File: src/rtl/multi_cycle_control_unit_if.sv
// Control/status bundle between the multi-cycle control FSM and the RV32I datapath.
// The control unit is the master; the datapath (or a bench standing in for it) is the slave.
interface multi_cycle_control_unit_if;
    logic [31:0] inst;
    logic        mem_ready;
    logic        bcond;
    logic        ecall_halt;
    logic        mem_read;
    logic        mem_write;
    logic        i_or_d;
    logic        ir_write;
    logic        pc_write;
    logic        pc_write_not_cond;
    logic        pc_source;
    logic        alu_src_a;
    logic [1:0]  alu_src_b;
    logic [1:0]  alu_ctrl_op;
    logic        reg_write;
    logic [1:0]  wb_sel;
    logic        is_halted;
    logic        retire;

    modport master (
        input  inst, mem_ready, bcond, ecall_halt,
        output mem_read, mem_write, i_or_d, ir_write, pc_write, pc_write_not_cond,
               pc_source, alu_src_a, alu_src_b, alu_ctrl_op, reg_write, wb_sel,
               is_halted, retire
    );

    modport slave (
        output inst, mem_ready, bcond, ecall_halt,
        input  mem_read, mem_write, i_or_d, ir_write, pc_write, pc_write_not_cond,
               pc_source, alu_src_a, alu_src_b, alu_ctrl_op, reg_write, wb_sel,
               is_halted, retire
    );
endinterface

File: src/rtl/multi_cycle_control_unit.sv
// Main control FSM of the multi-cycle RV32I core: FETCH/DECODE/EXEC/MEM/WB/PC_INC/HALT.
// State is registered; every control output is decoded from state, opcode and bcond.
module multi_cycle_control_unit (
    input  logic                          clk,
    input  logic                          reset_n,
    multi_cycle_control_unit_if.master    ctrl
);
    localparam logic [6:0] OP_R      = 7'b0110011;
    localparam logic [6:0] OP_I      = 7'b0010011;
    localparam logic [6:0] OP_LOAD   = 7'b0000011;
    localparam logic [6:0] OP_STORE  = 7'b0100011;
    localparam logic [6:0] OP_BRANCH = 7'b1100011;
    localparam logic [6:0] OP_JAL    = 7'b1101111;
    localparam logic [6:0] OP_JALR   = 7'b1100111;
    localparam logic [6:0] OP_SYSTEM = 7'b1110011;

    typedef enum logic [2:0] {
        FETCH  = 3'd0,
        DECODE = 3'd1,
        EXEC   = 3'd2,
        MEM    = 3'd3,
        WB     = 3'd4,
        PC_INC = 3'd5,
        HALT   = 3'd6
    } state_t;

    state_t     state;
    logic [6:0] opcode;
    logic       known_op;
    logic       unused_inst_bits;

    assign opcode           = ctrl.inst[6:0];
    assign unused_inst_bits = ^ctrl.inst[31:7];
    assign known_op         = opcode inside {OP_R, OP_I, OP_LOAD, OP_STORE,
                                             OP_BRANCH, OP_JAL, OP_JALR};

    always_ff @(posedge clk or negedge reset_n) begin
        if (!reset_n) begin
            state <= FETCH;
        end else begin
            case (state)
                FETCH: begin
                    if (ctrl.mem_ready) state <= DECODE;
                end
                DECODE: begin
                    // Only the opcode is examined, so every SYSTEM encoding acts as ECALL.
                    if (opcode == OP_SYSTEM) state <= ctrl.ecall_halt ? HALT : PC_INC;
                    else if (known_op)       state <= EXEC;
                    else                     state <= PC_INC;
                end
                EXEC: begin
                    case (opcode)
                        OP_R, OP_I:         state <= WB;
                        OP_LOAD, OP_STORE:  state <= MEM;
                        OP_BRANCH:          state <= ctrl.bcond ? FETCH : PC_INC;
                        OP_JAL, OP_JALR:    state <= FETCH;
                        default:            state <= PC_INC;
                    endcase
                end
                MEM: begin
                    if (ctrl.mem_ready) state <= (opcode == OP_LOAD) ? WB : PC_INC;
                end
                WB:      state <= PC_INC;
                PC_INC:  state <= FETCH;
                HALT:    state <= HALT;
                default: state <= FETCH;
            endcase
        end
    end

    // Outputs are gated by reset_n so strobes drop the moment reset asserts.
    always_comb begin
        ctrl.mem_read          = 1'b0;
        ctrl.mem_write         = 1'b0;
        ctrl.i_or_d            = 1'b0;
        ctrl.ir_write          = 1'b0;
        ctrl.pc_write          = 1'b0;
        ctrl.pc_write_not_cond = 1'b0;
        ctrl.pc_source         = 1'b0;
        ctrl.alu_src_a         = 1'b0;
        ctrl.alu_src_b         = 2'b00;
        ctrl.alu_ctrl_op       = 2'b00;
        ctrl.reg_write         = 1'b0;
        ctrl.wb_sel            = 2'b00;
        ctrl.is_halted         = 1'b0;
        ctrl.retire            = 1'b0;
        if (reset_n) begin
            case (state)
                FETCH: begin
                    ctrl.mem_read = 1'b1;
                    ctrl.ir_write = ctrl.mem_ready;
                end
                DECODE: begin
                    ctrl.alu_src_b = 2'b10;
                end
                EXEC: begin
                    case (opcode)
                        OP_R: begin
                            ctrl.alu_src_a   = 1'b1;
                            ctrl.alu_ctrl_op = 2'b10;
                        end
                        OP_I: begin
                            ctrl.alu_src_a   = 1'b1;
                            ctrl.alu_src_b   = 2'b10;
                            ctrl.alu_ctrl_op = 2'b10;
                        end
                        OP_LOAD, OP_STORE: begin
                            ctrl.alu_src_a = 1'b1;
                            ctrl.alu_src_b = 2'b10;
                        end
                        OP_BRANCH: begin
                            ctrl.alu_src_a         = 1'b1;
                            ctrl.alu_ctrl_op       = 2'b01;
                            ctrl.pc_write_not_cond = 1'b1;
                            ctrl.pc_source         = 1'b1;
                            ctrl.retire            = ctrl.bcond;
                        end
                        OP_JAL: begin
                            // Target PC+imm was left in ALUOut by DECODE.
                            ctrl.pc_write  = 1'b1;
                            ctrl.pc_source = 1'b1;
                            ctrl.reg_write = 1'b1;
                            ctrl.wb_sel    = 2'b10;
                            ctrl.retire    = 1'b1;
                        end
                        OP_JALR: begin
                            ctrl.alu_src_a = 1'b1;
                            ctrl.alu_src_b = 2'b10;
                            ctrl.pc_write  = 1'b1;
                            ctrl.reg_write = 1'b1;
                            ctrl.wb_sel    = 2'b10;
                            ctrl.retire    = 1'b1;
                        end
                        default: ;
                    endcase
                end
                MEM: begin
                    ctrl.i_or_d    = 1'b1;
                    ctrl.mem_read  = (opcode == OP_LOAD);
                    ctrl.mem_write = (opcode == OP_STORE);
                end
                WB: begin
                    ctrl.reg_write = 1'b1;
                    ctrl.wb_sel    = (opcode == OP_LOAD) ? 2'b01 : 2'b00;
                end
                PC_INC: begin
                    ctrl.alu_src_b = 2'b01;
                    ctrl.pc_write  = 1'b1;
                    ctrl.retire    = 1'b1;
                end
                HALT: begin
                    ctrl.is_halted = 1'b1;
                end
                default: ;
            endcase
        end
    end
endmodule

File: src/flat_wrapper.sv
// flat-port wrapper written by rule: the top's interface ports become plain ports
module multi_cycle_control_unit_flat 
  (clk, reset_n, ctrl_inst, ctrl_mem_ready, ctrl_bcond, ctrl_ecall_halt, ctrl_mem_read, ctrl_mem_write, ctrl_i_or_d, ctrl_ir_write, ctrl_pc_write, ctrl_pc_write_not_cond, ctrl_pc_source, ctrl_alu_src_a, ctrl_alu_src_b, ctrl_alu_ctrl_op, ctrl_reg_write, ctrl_wb_sel, ctrl_is_halted, ctrl_retire);
  multi_cycle_control_unit_if ctrl_i ();
  input  logic clk;
  input  logic reset_n;
  input wire logic [$bits(ctrl_i.inst)-1:0] ctrl_inst;
  input wire logic [$bits(ctrl_i.mem_ready)-1:0] ctrl_mem_ready;
  input wire logic [$bits(ctrl_i.bcond)-1:0] ctrl_bcond;
  input wire logic [$bits(ctrl_i.ecall_halt)-1:0] ctrl_ecall_halt;
  output wire logic [$bits(ctrl_i.mem_read)-1:0] ctrl_mem_read;
  output wire logic [$bits(ctrl_i.mem_write)-1:0] ctrl_mem_write;
  output wire logic [$bits(ctrl_i.i_or_d)-1:0] ctrl_i_or_d;
  output wire logic [$bits(ctrl_i.ir_write)-1:0] ctrl_ir_write;
  output wire logic [$bits(ctrl_i.pc_write)-1:0] ctrl_pc_write;
  output wire logic [$bits(ctrl_i.pc_write_not_cond)-1:0] ctrl_pc_write_not_cond;
  output wire logic [$bits(ctrl_i.pc_source)-1:0] ctrl_pc_source;
  output wire logic [$bits(ctrl_i.alu_src_a)-1:0] ctrl_alu_src_a;
  output wire logic [$bits(ctrl_i.alu_src_b)-1:0] ctrl_alu_src_b;
  output wire logic [$bits(ctrl_i.alu_ctrl_op)-1:0] ctrl_alu_ctrl_op;
  output wire logic [$bits(ctrl_i.reg_write)-1:0] ctrl_reg_write;
  output wire logic [$bits(ctrl_i.wb_sel)-1:0] ctrl_wb_sel;
  output wire logic [$bits(ctrl_i.is_halted)-1:0] ctrl_is_halted;
  output wire logic [$bits(ctrl_i.retire)-1:0] ctrl_retire;
  assign ctrl_i.inst = ctrl_inst;
  assign ctrl_i.mem_ready = ctrl_mem_ready;
  assign ctrl_i.bcond = ctrl_bcond;
  assign ctrl_i.ecall_halt = ctrl_ecall_halt;
  assign ctrl_mem_read = ctrl_i.mem_read;
  assign ctrl_mem_write = ctrl_i.mem_write;
  assign ctrl_i_or_d = ctrl_i.i_or_d;
  assign ctrl_ir_write = ctrl_i.ir_write;
  assign ctrl_pc_write = ctrl_i.pc_write;
  assign ctrl_pc_write_not_cond = ctrl_i.pc_write_not_cond;
  assign ctrl_pc_source = ctrl_i.pc_source;
  assign ctrl_alu_src_a = ctrl_i.alu_src_a;
  assign ctrl_alu_src_b = ctrl_i.alu_src_b;
  assign ctrl_alu_ctrl_op = ctrl_i.alu_ctrl_op;
  assign ctrl_reg_write = ctrl_i.reg_write;
  assign ctrl_wb_sel = ctrl_i.wb_sel;
  assign ctrl_is_halted = ctrl_i.is_halted;
  assign ctrl_retire = ctrl_i.retire;
  multi_cycle_control_unit u_core (.clk(clk), .reset_n(reset_n), .ctrl(ctrl_i));
endmodule
File: config.mk
export PLATFORM = sky130hd
export DESIGN_NAME = multi_cycle_control_unit_flat
export DESIGN_NICKNAME = d
export VERILOG_FILES = /design/src/rtl/multi_cycle_control_unit_if.sv /design/src/rtl/multi_cycle_control_unit.sv /design/src/flat_wrapper.sv
export SDC_FILE = /design/constraint.sdc
export NUM_CORES = 1
export LEC_CHECK = 0
export BUFFER_PORTS_ARGS = -buffer_cell sky130_fd_sc_hd__buf_4
export CAP_MARGIN = 25
export CORE_AREA = 2 2 48 50
export CTS_CLUSTER_DIAMETER = 50
export DETAILED_ROUTE_END_ITERATION = 10
export DIE_AREA = 0 0 50 52
export PLACE_DENSITY_LB_ADDON = 0.15
export SLEW_MARGIN = 20
export SYNTH_ARGS = -nofsm -noshare
export SYNTH_HDL_FRONTEND = slang
export SYNTH_SLANG_ARGS = --single-unit
File: constraint.sdc
create_clock -name clk -period 1.4 [get_ports clk]
set_input_delay 0.28 -clock clk [delete_from_list [all_inputs] [get_ports clk]]
set_output_delay 0.28 -clock clk [all_outputs]
set_load 0.03 [all_outputs]
==> out/qor.yml <==
worst-setup-path-type: "reg2out"
cts_root_buf: "clkbuf_4"
synth_edf_count: 0
ys_ff_latch: 3
area_delta_synth_final_pct: 202
die-area_um2: 2600
antenna_found_initial: 0
synth_common_cells: "15 x nor2_1, 8 x a21oi_1, 8 x nand2_1"
dp.cells: 158
diodes: 0
syn_nets: 118
max-vdd-ir-drop_uv: 613
avgRoutedWirePerCell_um: 13.7
cpMostUsedCell: "buf_6"
busiest_layer: "met2"
reg2reg_to: "u_core.state[0]$_DFFE_PN0P_"
nFillCells: 154
yosysWarnings: 0
power.total_mw: 1.74
cts_tree: "yes"
grt_use_met2: 0.366
grt_overflow_total: 0
clkSlewWorstSetupHoldPaths_ns: 0.04
grt_use_met1: 0.252
drive_above_1_share: 0.779
yosys.cell_types.count: 33
gp_congestion: 0.846
grt_use_met3: 0.0489
synth_area_per_cell_um2: 6.19
rsz0062_at_grt: "yes"
ant_nets: 0
yosysSeqAreaShare: 0.150
crit_buf_inv: 3
die_height_um: 52
crit_slowest_cell: "dfrtp_2"
cts_made_buffers: 3
end_kind: "output pin"
timing.final.ws_setup_ns: -0.268
portBuffers: 28
p_per_area_nw_per_um2: 1150
drtPass1Iterations: 4
status: "complete, but fails checks"
regToRegStartpoint: "u_core.state[0]$_DFFE_PN0P_"
holdPathStages: 3
max_slew_margin: 0.817
dpl.hpwl_mm: 1.60
worstPathArrival_ns: 1.39
synth_flop_cell: "dfrtp_1"
final.min_clock_period_ns: 1.67
cp.required_ns: 1.12
avgViaCountPerCell: 4.90
yosys.area.top_type_share: 0.150
regMostFlops: "u_core.state"
synth_top_cell_by_area: "dfrtp_1"
htree_levels: 1
maxCapViolCount: 0
violations: "negative setup slack"
cts_sinks: 3
insertion_delay_ns: 0.24
grt_pass1_wl_mm: 4.12
drc_errors: 0
clockBufferDepth: 2
hold_viol: 0
crit_family: "flip-flops"
synthArstFlopShare: 1.00
worstMarginPinSlew_ns: 0.267
core_region_area_um2: 2110
leakagePower_nw: 0.610
grtUsageTotal: 0.209
period_share: 1.19
grt_pass1_vias: 898
grt_max_degree: 8
crit_fanout: 5
netlist_area_um2: 502
worstHoldEndpoint: "u_core.state[1]$_DFFE_PN0P_"
synthTopCellsByArea: "dfrtp_1 15%, nor2_1 11%, a21oi_1 8.0%, nand2_1 6.0%, o21ai_0 4.0%"
drt-initial-drc-count: 7
fmax_mhz: 600
hp-start: "ctrl_mem_ready"
stdcell_count: 177
die_w_um: 50
largest_reg_flops: 3
reg2regPathDepth: 6
postSynthCellCount: 81
row_count: 17
finalMaxSlewViolations: 0
yosysMostFrequentCell: "nor2_1"
initial_utilization: 0.238
clock_skew_ns: 0.00297
fin_nets: 187
io_pins: 54
setup_viol: 17
hold_class: "in2reg"
cp_slowest_stage_delay_ns: 0.44
r2r_slack_ns: 0.08
start_kind: "register"
path_cells: "inv_4 > nand4_1 > buf_6 > a21oi_4 > buf_6"
top_regs: "u_core.state x3"
via_count: 868
totalWireLength_mm: 2.43
worst register-to-register path, delay by kind of cell, from the launching register on:
family          cells  cell delay (ns)
compound gates      3             0.49
buf+inv             2             0.24
flops               1             0.44
simple gates        1             0.07
layer usage:
layer | part of all wire | vias up
met5 | 0 | -
met4 | 0.012 | 0
met3 | 0.040 | 4
met2 | 0.52 | 20
met1 | 0.43 | 413
li1 | - | 431
cells in the final DEF, fill, tap and decap left out, types with 3 or more instances in the layout:
master	instances
a21oi_4	4
buf_4	37
buf_6	30
clkbuf_4	3
dfrtp_2	3
nand2_1	4
nor2_1	6
nor2_4	7
or2_4	3
per-stage QoR:
step	hold slack, ns	TNS (ns)	setup WS, ns	utilization	area [um^2]
6_report	0.353	-3.77	-0.268	0.721	1520
5_1_grt	0.362	-4.84	-0.350	0.721	1520
2_1_floorplan	-0.0156	-2.39	-0.292	-	678
4_1_cts	0.376	-3.80	-0.284	0.692	1460
3_5_place_dp	0.207	-3.92	-0.377	0.501	1050
3_3_place_gp	0.208	-3.73	-0.351	0.501	1050
kinds of logic after synthesis:
family	Yosys count	share of synthesized area
AOI/OAI and AO/OA	24	0.312
and+or+nand+nor	43	0.434
DFF	3	0.150
buffers and inverters	10	0.0848
muxes	1	0.0200
final cells by class:
type | instances | area, um^2 | share of cell area
Tap cell | 28 | 35.0 | 0.0231
Multi-Input combinational cell | 68 | 697 | 0.459
Clock buffer | 4 | 26.3 | 0.0173
Timing Repair Buffer | 70 | 661 | 0.435
Inverter | 4 | 20.0 | 0.0132
Sequential cell | 3 | 78.8 | 0.0519
how the worst max path moves through the flow:
stage                                start  slack [ns]  cells after the start                  end
2_1_floorplan  u_core.state[2]$_DFFE_PN0P_       -0.29                      5  ctrl_alu_ctrl_op[0]
3_3_place_gp                  ctrl_inst[4]       -0.35                      7       ctrl_reg_write
3_5_place_dp                  ctrl_inst[4]       -0.38                      7       ctrl_reg_write
4_1_cts                       ctrl_inst[4]       -0.28                      7       ctrl_reg_write
5_1_grt                       ctrl_inst[2]       -0.35                      6       ctrl_wb_sel[0]
6_report       u_core.state[2]$_DFFE_PN0P_       -0.27                      5       ctrl_pc_source
power by group:
| group | switching (mW) | internal (mW) |
|---|---|---|
| Sequential | 0.0687 | 0.128 |
| Combinational | 0.676 | 0.709 |
| Clock | 0.0559 | 0.108 |
| Total | 0.800 | 0.944 |
timing repair:
action                                 4_1_cts  5_1_grt
hold buffers                                 1        0
setup buffers                               14        5
setup endpoints to repair                   18       20
resized for setup                           61       15
pin swaps                                   16        9
endpoints found under the hold margin        3        0
No activity file was read; power rests on OpenSTA's default activity.
